[config.mk]
export PLATFORM = sky130hd
export DESIGN_NAME = score_keeper
export DESIGN_NICKNAME = d
export VERILOG_FILES = /design/src/rtl/score_keeper.sv
export SDC_FILE = /design/constraint.sdc
export NUM_CORES = 1
export LEC_CHECK = 0
export CORE_MARGIN = 3
export CORE_UTILIZATION = 55
export CTS_CLUSTER_SIZE = 28
export DETAILED_ROUTE_END_ITERATION = 16
export PLACE_DENSITY = 0.83
export SLEW_MARGIN = 0
export SYNTH_ARGS = -nofsm -noshare
export SYNTH_HDL_FRONTEND = slang
export SYNTH_SLANG_ARGS = --single-unit
[constraint.sdc]
create_clock -name clk -period 5.3 [get_ports clk]
set_input_delay 0.53 -clock clk [delete_from_list [all_inputs] [get_ports clk]]
set_output_delay 0.53 -clock clk [all_outputs]
set_load 0.01 [all_outputs]
[src/rtl/score_keeper.sv]
// score_keeper -- frame-tick driven BCD score counter with optional high score.
//
// Counts one score point every TICKS_PER_POINT frame ticks while a run is
// active, ends the run on a collision pulse and optionally keeps a high score.
//
// Parameters:
//   TICKS_PER_POINT  frame ticks per score point (1..255, default 6)
//
// Ports:
//   clk                      system clock (shared with the VGA block)
//   reset                    synchronous active-high reset
//   tick                     one-cycle frame pulse
//   start                    one-cycle request to begin/restart a run
//   hit                      one-cycle collision pulse
//   score_d2/d1/d0           current score, BCD, d2 = hundreds
//   hi_d2/d1/d0              high score, BCD
//   score_upd                one-cycle pulse when any score/hi digit changed
//   running                  high while a run is active
//   game_over                high after a run has ended
//
// Configuration:
//   SCORE_KEEPER_HISCORE_EN  when defined, a high score register is loaded at
//                            the end of a run if the run's score beats it.
//                            When undefined, hi_d2..hi_d0 are constant 0.

module score_keeper #(
    parameter int TICKS_PER_POINT = 6
) (
    input  logic       clk,
    input  logic       reset,
    input  logic       tick,
    input  logic       start,
    input  logic       hit,
    output logic [3:0] score_d2,
    output logic [3:0] score_d1,
    output logic [3:0] score_d0,
    output logic [3:0] hi_d2,
    output logic [3:0] hi_d1,
    output logic [3:0] hi_d0,
    output logic       score_upd,
    output logic       running,
    output logic       game_over
);

    typedef enum logic [1:0] {
        IDLE = 2'd0,
        RUN  = 2'd1,
        OVER = 2'd2
    } state_t;

    localparam logic [7:0] PRESCALE_MAX = 8'(TICKS_PER_POINT - 1);

    state_t     state;
    logic [7:0] prescaler;

    // Next-score values for a BCD increment with ripple carry.
    logic [3:0] inc_d2;
    logic [3:0] inc_d1;
    logic [3:0] inc_d0;
    logic       score_at_max;
    logic       score_nonzero;
    logic       point_due;

    always_comb begin
        inc_d0 = score_d0;
        inc_d1 = score_d1;
        inc_d2 = score_d2;
        if (score_d0 == 4'd9) begin
            inc_d0 = 4'd0;
            if (score_d1 == 4'd9) begin
                inc_d1 = 4'd0;
                inc_d2 = score_d2 + 4'd1;
            end else begin
                inc_d1 = score_d1 + 4'd1;
            end
        end else begin
            inc_d0 = score_d0 + 4'd1;
        end
    end

    assign score_at_max  = (score_d2 == 4'd9) && (score_d1 == 4'd9) && (score_d0 == 4'd9);
    assign score_nonzero = (score_d2 != 4'd0) || (score_d1 != 4'd0) || (score_d0 != 4'd0);
    assign point_due     = (prescaler == PRESCALE_MAX);

`ifdef SCORE_KEEPER_HISCORE_EN
    // BCD digits compare correctly as a packed 12-bit value since each
    // digit is bounded to 0..9.
    logic score_beats_hi;
    assign score_beats_hi = {score_d2, score_d1, score_d0} > {hi_d2, hi_d1, hi_d0};
`else
    assign hi_d2 = '0;
    assign hi_d1 = '0;
    assign hi_d0 = '0;
`endif

    always_ff @(posedge clk) begin
        if (reset) begin
            state     <= IDLE;
            prescaler <= '0;
            score_d2  <= '0;
            score_d1  <= '0;
            score_d0  <= '0;
            score_upd <= 1'b0;
            running   <= 1'b0;
            game_over <= 1'b0;
`ifdef SCORE_KEEPER_HISCORE_EN
            hi_d2     <= '0;
            hi_d1     <= '0;
            hi_d0     <= '0;
`endif
        end else begin
            score_upd <= 1'b0;
            case (state)
                IDLE, OVER: begin
                    // start wins over any coincident tick or hit here
                    if (start) begin
                        state     <= RUN;
                        running   <= 1'b1;
                        game_over <= 1'b0;
                        prescaler <= '0;
                        score_d2  <= '0;
                        score_d1  <= '0;
                        score_d0  <= '0;
                        score_upd <= score_nonzero;
                    end
                end

                RUN: begin
                    // hit has priority over tick; start is ignored in RUN
                    if (hit) begin
                        state     <= OVER;
                        running   <= 1'b0;
                        game_over <= 1'b1;
`ifdef SCORE_KEEPER_HISCORE_EN
                        if (score_beats_hi) begin
                            hi_d2     <= score_d2;
                            hi_d1     <= score_d1;
                            hi_d0     <= score_d0;
                            score_upd <= 1'b1;
                        end
`endif
                    end else if (tick) begin
                        if (point_due) begin
                            prescaler <= '0;
                            if (!score_at_max) begin
                                score_d2  <= inc_d2;
                                score_d1  <= inc_d1;
                                score_d0  <= inc_d0;
                                score_upd <= 1'b1;
                            end
                        end else begin
                            prescaler <= prescaler + 8'd1;
                        end
                    end
                end

                default: begin
                    state     <= IDLE;
                    running   <= 1'b0;
                    game_over <= 1'b0;
                end
            endcase
        end
    end

endmodule
==> results of run 1 <==
## path summary, 6_finish.rpt
| kind | end | depth (start not counted) | start | slack [ns] |
|---|---|---|---|---|
| max | prescaler[1] | 5 | start | 3.24 |
| max reg2reg | score_d0[0] | 5 | score_d0[0] | 3.33 |
| min | running | 2 | running | 0.55 |
| min reg2reg | running | 2 | running | 0.55 |
## worst max-delay path, cell delays in order
cell,delay [ns]
clkdlybuf4s50_1,0.51
nor2b_1,0.51
nor2_1,0.11
o21bai_1,0.48
a211oi_1,0.11
## power by group
group	internal, mW	leakage (nW)	switching [mW]	total, mW
Clock	0.0421	0.0210	0.0570	0.0990
Sequential	0.184	0.194	0.00416	0.188
Combinational	0.0147	0.454	0.0267	0.0414
## cells in the final DEF, fill, tap and decap left out, types with 2 or more instances in the layout
cell | Yosys | routed
nand2_1 | 6 | 6
clkbuf_4 | 0 | 3
a211oi_1 | 5 | 5
inv_1 | 10 | 10
nand4_1 | 3 | 3
nand3_1 | 11 | 11
nor3_1 | 4 | 4
dfxtp_1 | 24 | 24
a31oi_1 | 5 | 5
nor2b_1 | 3 | 3
clkdlybuf4s50_1 | 0 | 19
nand3b_1 | 2 | 2
and4b_1 | 2 | 2
conb_1 | 1 | 12
ha_1 | 11 | 11
o2111ai_1 | 3 | 3
nor2_1 | 18 | 18
a21oi_1 | 8 | 8
o22ai_1 | 2 | 2
xnor2_1 | 4 | 4
xor2_1 | 3 | 3
a311oi_1 | 3 | 3
or3_1 | 2 | 2
nand2b_1 | 4 | 4
and3b_1 | 2 | 2
a41oi_1 | 2 | 2
o21ai_0 | 4 | 4
## Yosys cell counts (2+ instances only)
cell type  count  share of area [%]
and4b_1        2                1.2
dfxtp_1       24                 30
nand3b_1       2               0.93
clkbuf_1       3               0.70
o21ai_0        4                1.2
xnor2_1        4                2.2
nor2_1        18                4.2
nor2b_1        3                1.2
o22ai_1        2               0.78
a21oi_1        8                2.5
a211oi_1       5                2.3
buf_4         13                6.1
a311oi_1       3                1.6
xor2_1         3                1.6
ha_1          11                8.6
and3b_1        2                1.1
nand2_1        6                1.4
a31oi_1        5                1.9
nand4_1        3                1.2
inv_1         10                2.3
or3_1          2               0.78
nor3_1         4                1.2
buf_2          4                1.2
o2111ai_1      3                1.6
a41oi_1        2                1.1
nand3_1       11                3.4
nand2b_1       4                1.6
## state kept, by name (all words and copies together) (netlist names)
register and count:
score_upd 1, score_d0 4, prescaler 8, score_d2 4, state 1, game_over 1, running 1, score_d1 4
## per-layer routing
metal	GRT usage (%)	part of all wire [%]	vias up
li1	-	-	686
met1	32.29	46	682
met2	34.26	46	64
met3	4.968	6.2	13
met4	3.797	1.4	0
met5	0	0	-
## stage by stage
| step | instances | instance area [µm²] |
|---|---|---|
| 2_1_floorplan | 197 | 1649 |
| 3_3_place_gp | 226 | 1752 |
| 3_5_place_dp | 226 | 1752 |
| 4_1_cts | 230 | 1788 |
| 5_1_grt | 230 | 1788 |
| 6_report | 230 | 1788 |
## final cells by class
class / count / area, µm² / share of cell area (%)
clock buffers: 4 / 36.28 / 2.029
inverters: 10 / 37.54 / 2.099
multi-input cells: 142 / 998.5 / 55.84
flip-flops and latches: 24 / 480.5 / 26.87
well taps: 30 / 37.54 / 2.099
repair buffers: 20 / 197.7 / 11.06
## cell families after synthesis
logic type      count (synthesis)  share of synthesized area [%]
compound gates                 43                          19.07
xor+xnor                        7                          3.813
fa+ha+maj                      11                          8.560
buf+inv                        31                          10.58
flops                          24                          29.88
other cells                     1                         0.2332
simple gates                   69                          27.86
==> results.txt, run 1 <==
first-pass GRT wire length: 6.244 mm
syn avg cell area: 8.644 µm²
WP data required: 5.49 ns
shortest period the worst path allows: 2.064 ns
TritonCTS clock tree: yes
total routed wirelength: 3.609 mm
Antenna Violating Nets Remaining: 0
core region area: 2635 µm²
area of the mapped netlist: 1608 µm²
Critical Path Source Type: primary input
initial antenna violation count: 0
Synth Instances: 186
clk_lat worst skew: 0.32 ns
Power per Cell Area: 183.5 nW/µm²
Layout Nets: 217
via count: 1,445
pre-CTS setup slack: 2.869 ns
Initial Util: 61.02%
status: finished clean
crit-path max FO: 9
maximum vdd drop: 194.1 µV
Die Height: 60.07 µm
vias per cell: 6.283
Pwr Total: 328.1 µW
Rel. slew slack: 48.19%
# rows: 18
post-route core utilization: 67.85%
Worst Tran Pin Value: 0.7748 ns
HPWL Detailed: 2.691 mm
DRT Pass-1 Iters: 4
gp weighted congestion: 0.8862
Slew Viols, Final: 0
setup tns final: 0 ns
Congestion Overflow GR: 0
Reg clk slew, reported paths: 0.13 ns
io pins: 32
Fin Clk Skew: 0.005535 ns
#FFs+latches synth: 24
DR WL/cell: 15.69 µm
Post-synth top flop: dfxtp_1
Hold WS: 0.5493 ns
FILL cells: 224
Max-cap violations: 0
die width: 60.07 µm
Synth cell types: 52
final hold vios: 0
setup ws final: 3.236 ns
Min-Delay Path Class: flip-flop to flip-flop
Synth warnings: 0
sequential share of the synthesized area: 29.88%
htree depth: 1
RSZ-0062 raised after global routing: no
clk sinks: 24
Clock Path Buffers: 2
Area growth syn-to-layout: 11.21%
GRT Total Usage: 22.35%
Post-CTS Setup Repair Bufs: 0
largest net degree at the start of global routing: 24
DR iter-0 viols: 89
CTS Hold Bufs: 0
CTS Buf Count: 3
port buffer count: 19
vias in the first global route: 1,333
Post-synth EDFFs: 0
Critical Path End Type: flip-flop
worst path arrival time: 2.26 ns
n_diodes: 0
FMAX: 484.6 MHz
final period utilization: 38.94%
clock root cell: clkbuf_4
die area: 3608 µm²
layout cell share with drive strength beyond 1: 7.000%
Final Setup Violations: 0
leak pwr: 0.6688 nW
post-CTS resize count: 0
DRC: 0
type of the worst setup path: primary input to flip-flop
FFs w/ async S/R, synth: 0%
Note: power is estimated with default switching activity, not from simulation.
==> run 2: changes to the inputs <==
- CORE_UTILIZATION: 55 -> 46
- PLACE_DENSITY: 0.83 -> 0.74
- clock period: 5.3 -> 1.66 ns (I/O delays scaled with it)
==> results.txt, run 2 (synthesis results as in run 1) <==
die area: 4241 µm² (was 3608 µm²)
DR WL/cell: 15.00 µm (was 15.69 µm)
commonest cells after routing, fill and taps aside: buf_4 (36), clkdlybuf4s50_1 (19), nor2_1 (18), dfxtp_1 (16), conb_1 (12) (was dfxtp_1 (24), clkdlybuf4s50_1 (19), nor2_1 (18), conb_1 (12))
setup tns final: 0 ns (unchanged)
total routed wirelength: 4.171 mm (was 3.609 mm)
type of the worst setup path: flip-flop to flip-flop (was primary input to flip-flop)
r2r setup slk: 0.002 ns (was 3.33 ns)
gp weighted congestion: 0.8782 (was 0.8862)
via count: 1,529 (was 1,445)
CTS Hold Bufs: 0 (unchanged)
Worst path top cell family by delay: simple AND/OR/NAND/NOR gates (unchanged)
layout cell share with drive strength beyond 1: 32.05% (was 7.000%)
FILL cells: 274 (was 224)
largest net degree at the start of global routing: 13 (was 24)
Critical Path Source Type: flip-flop (was primary input)
DRC: 0 (unchanged)
clk_lat worst skew: 0.32 ns (about the same)
Slew Viols, Final: 0 (unchanged)
TritonCTS clock tree: yes (unchanged)
Reg clk slew, reported paths: 0.13 ns (about the same)
post-route core utilization: 67.38% (was 67.85%)
CTS Buf Count: 3 (unchanged)
Initial Util: 50.20% (was 61.02%)
vias per cell: 5.500 (was 6.283)
maximum vdd drop: 503.0 µV (was 194.1 µV)
status: finished clean (unchanged)
worst path arrival time: 1.92 ns (was 2.26 ns)
io pins: 32 (unchanged)
HPWL Detailed: 3.057 mm (was 2.691 mm)
clk sinks: 24 (unchanged)
commonest non-fill, non-tap cell in the layout: buf_4 (was dfxtp_1)
most flop-heavy register: prescaler (unchanged)
# rows: 20 (was 18)
Antenna Violating Nets Remaining: 0 (unchanged)
GRT Total Usage: 19.49% (was 22.35%)
htree depth: 1 (unchanged)
first-pass GRT wire length: 6.568 mm (was 6.244 mm)
final hold vios: 0 (unchanged)
final period utilization: 99.90%
Clock Path Buffers: 2 (unchanged)
placed cell count: 274 (was 226)
WP data required: 1.92 ns (was 5.49 ns)
DR iter-0 viols: 94 (was 89)
die width: 65.12 µm (was 60.07 µm)
Fin Clk Skew: 0.005450 ns (was 0.005535 ns)
critical path's slowest cell: or4_4 (was clkdlybuf4s50_1)
Power per Cell Area: 490.2 nW/µm² (was 183.5 nW/µm²)
Die Height: 65.12 µm (was 60.07 µm)
Area growth syn-to-layout: 34.24% (was 11.21%)
Final Setup Violations: 0 (unchanged)
n_diodes: 0 (unchanged)
port buffer count: 19 (unchanged)
Buffers & Inverters on Critical Path: 2 (was 1)
DRT Pass-1 Iters: 4 (unchanged)
RSZ-0062 raised after global routing: yes (was no)
Max-cap violations: 0 (unchanged)
Min-Delay Path Class: primary input to flip-flop (was flip-flop to flip-flop)
crit-path max FO: 4 (was 9)
Congestion Overflow GR: 0 (unchanged)
vias in the first global route: 1,426 (was 1,333)
core region area: 3203 µm² (was 2635 µm²)
initial antenna violation count: 0 (unchanged)
final cell count without fillers: 278 (was 230)
FMAX: 603.0 MHz
clock root cell: clkbuf_4 (unchanged)
crit-path cells: inv_2, ha_4, nor4b_4, buf_4, nand4_4, or4_4, a31oi_1 (was clkdlybuf4s50_1, nor2b_1, nor2_1, o21bai_1, a211oi_1)
shortest period the worst path allows: 1.658 ns
Largest register FFs: 8 (unchanged)
Critical Path End Type: flip-flop (unchanged)
leak pwr: 0.8523 nW (was 0.6688 nW)
Layout Nets: 252 (was 217)
slowest stage delay, CP: 0.53 ns (was 0.51 ns)
run 2: cell count changes in the layout (fill, tap and decap cells not counted), sizes merged:
cell    previous run  this run
buf                1        36
clkbuf             4         3
run 2: final timing paths:
check                 to  depth (start not counted)    startpoint
max          score_d2[2]                          7  prescaler[1]
min            game_over                          3           hit
max reg2reg  score_d2[2]                          7  prescaler[1]
min reg2reg  score_d1[1]                          2   score_d1[1]
run 2: layout make-up:
type | count | area (µm²) | share of cell area [%]
tap | 44 | 55.05 | 2.551
inverter | 10 | 37.54 | 1.739
sequential | 24 | 490.5 | 22.72
timing repair buffer | 55 | 460.4 | 21.33
multi-input combinational | 142 | 1092 | 50.61
clock buffer | 3 | 22.52 | 1.043
run 2: timing repair:
item	in CTS	in global routing
endpoints found under the setup margin	7	9
setup buffers	1	0
resized for setup	5	19
pin swaps	0	6
run 2: worst reg2reg max path, delay by kind of cell (launching register included):
family,cells,cell delay (ns)
AO/OA/AOI/OAI,1,0.13
flip-flops,1,0.35
adder cells (fa/ha/maj),1,0.11
buffers and inverters,2,0.24
AND/OR/NAND/NOR,3,0.78
run 2: metal layers:
metal  GRT usage [%]  part of all wire (%)  vias to the layer above
met2           30.91                    48                       56
met1           27.30                    46                      714
met5               0                     0                        -
met4           6.218                  0.72                        0
li1                -                     -                      755
met3           2.735                   5.3                        4
run 2: where the power goes:
| part | internal (mW) | switching (mW) | leakage (nW) | total (mW) |
|---|---|---|---|---|
| Sequential | 0.587 | 0.00861 | 0.198 | 0.595 |
| Combinational | 0.0893 | 0.113 | 0.640 | 0.202 |
| Clock | 0.0851 | 0.176 | 0.0138 | 0.261 |
run 2: through the flow:
stage	hold WS [ns]	power [mW]	setup WS (ns)	cell area (µm²)
5_1_grt	0.5659	1.104	-0.05503	2158
3_5_place_dp	0.5055	0.7830	-0.2330	2038
3_3_place_gp	0.4920	0.7766	-0.2153	2038
6_report	0.5291	1.058	0.001646	2158
4_1_cts	0.5051	1.045	0.001918	2087
2_1_floorplan	0.3067	0.7270	0.01036	1663
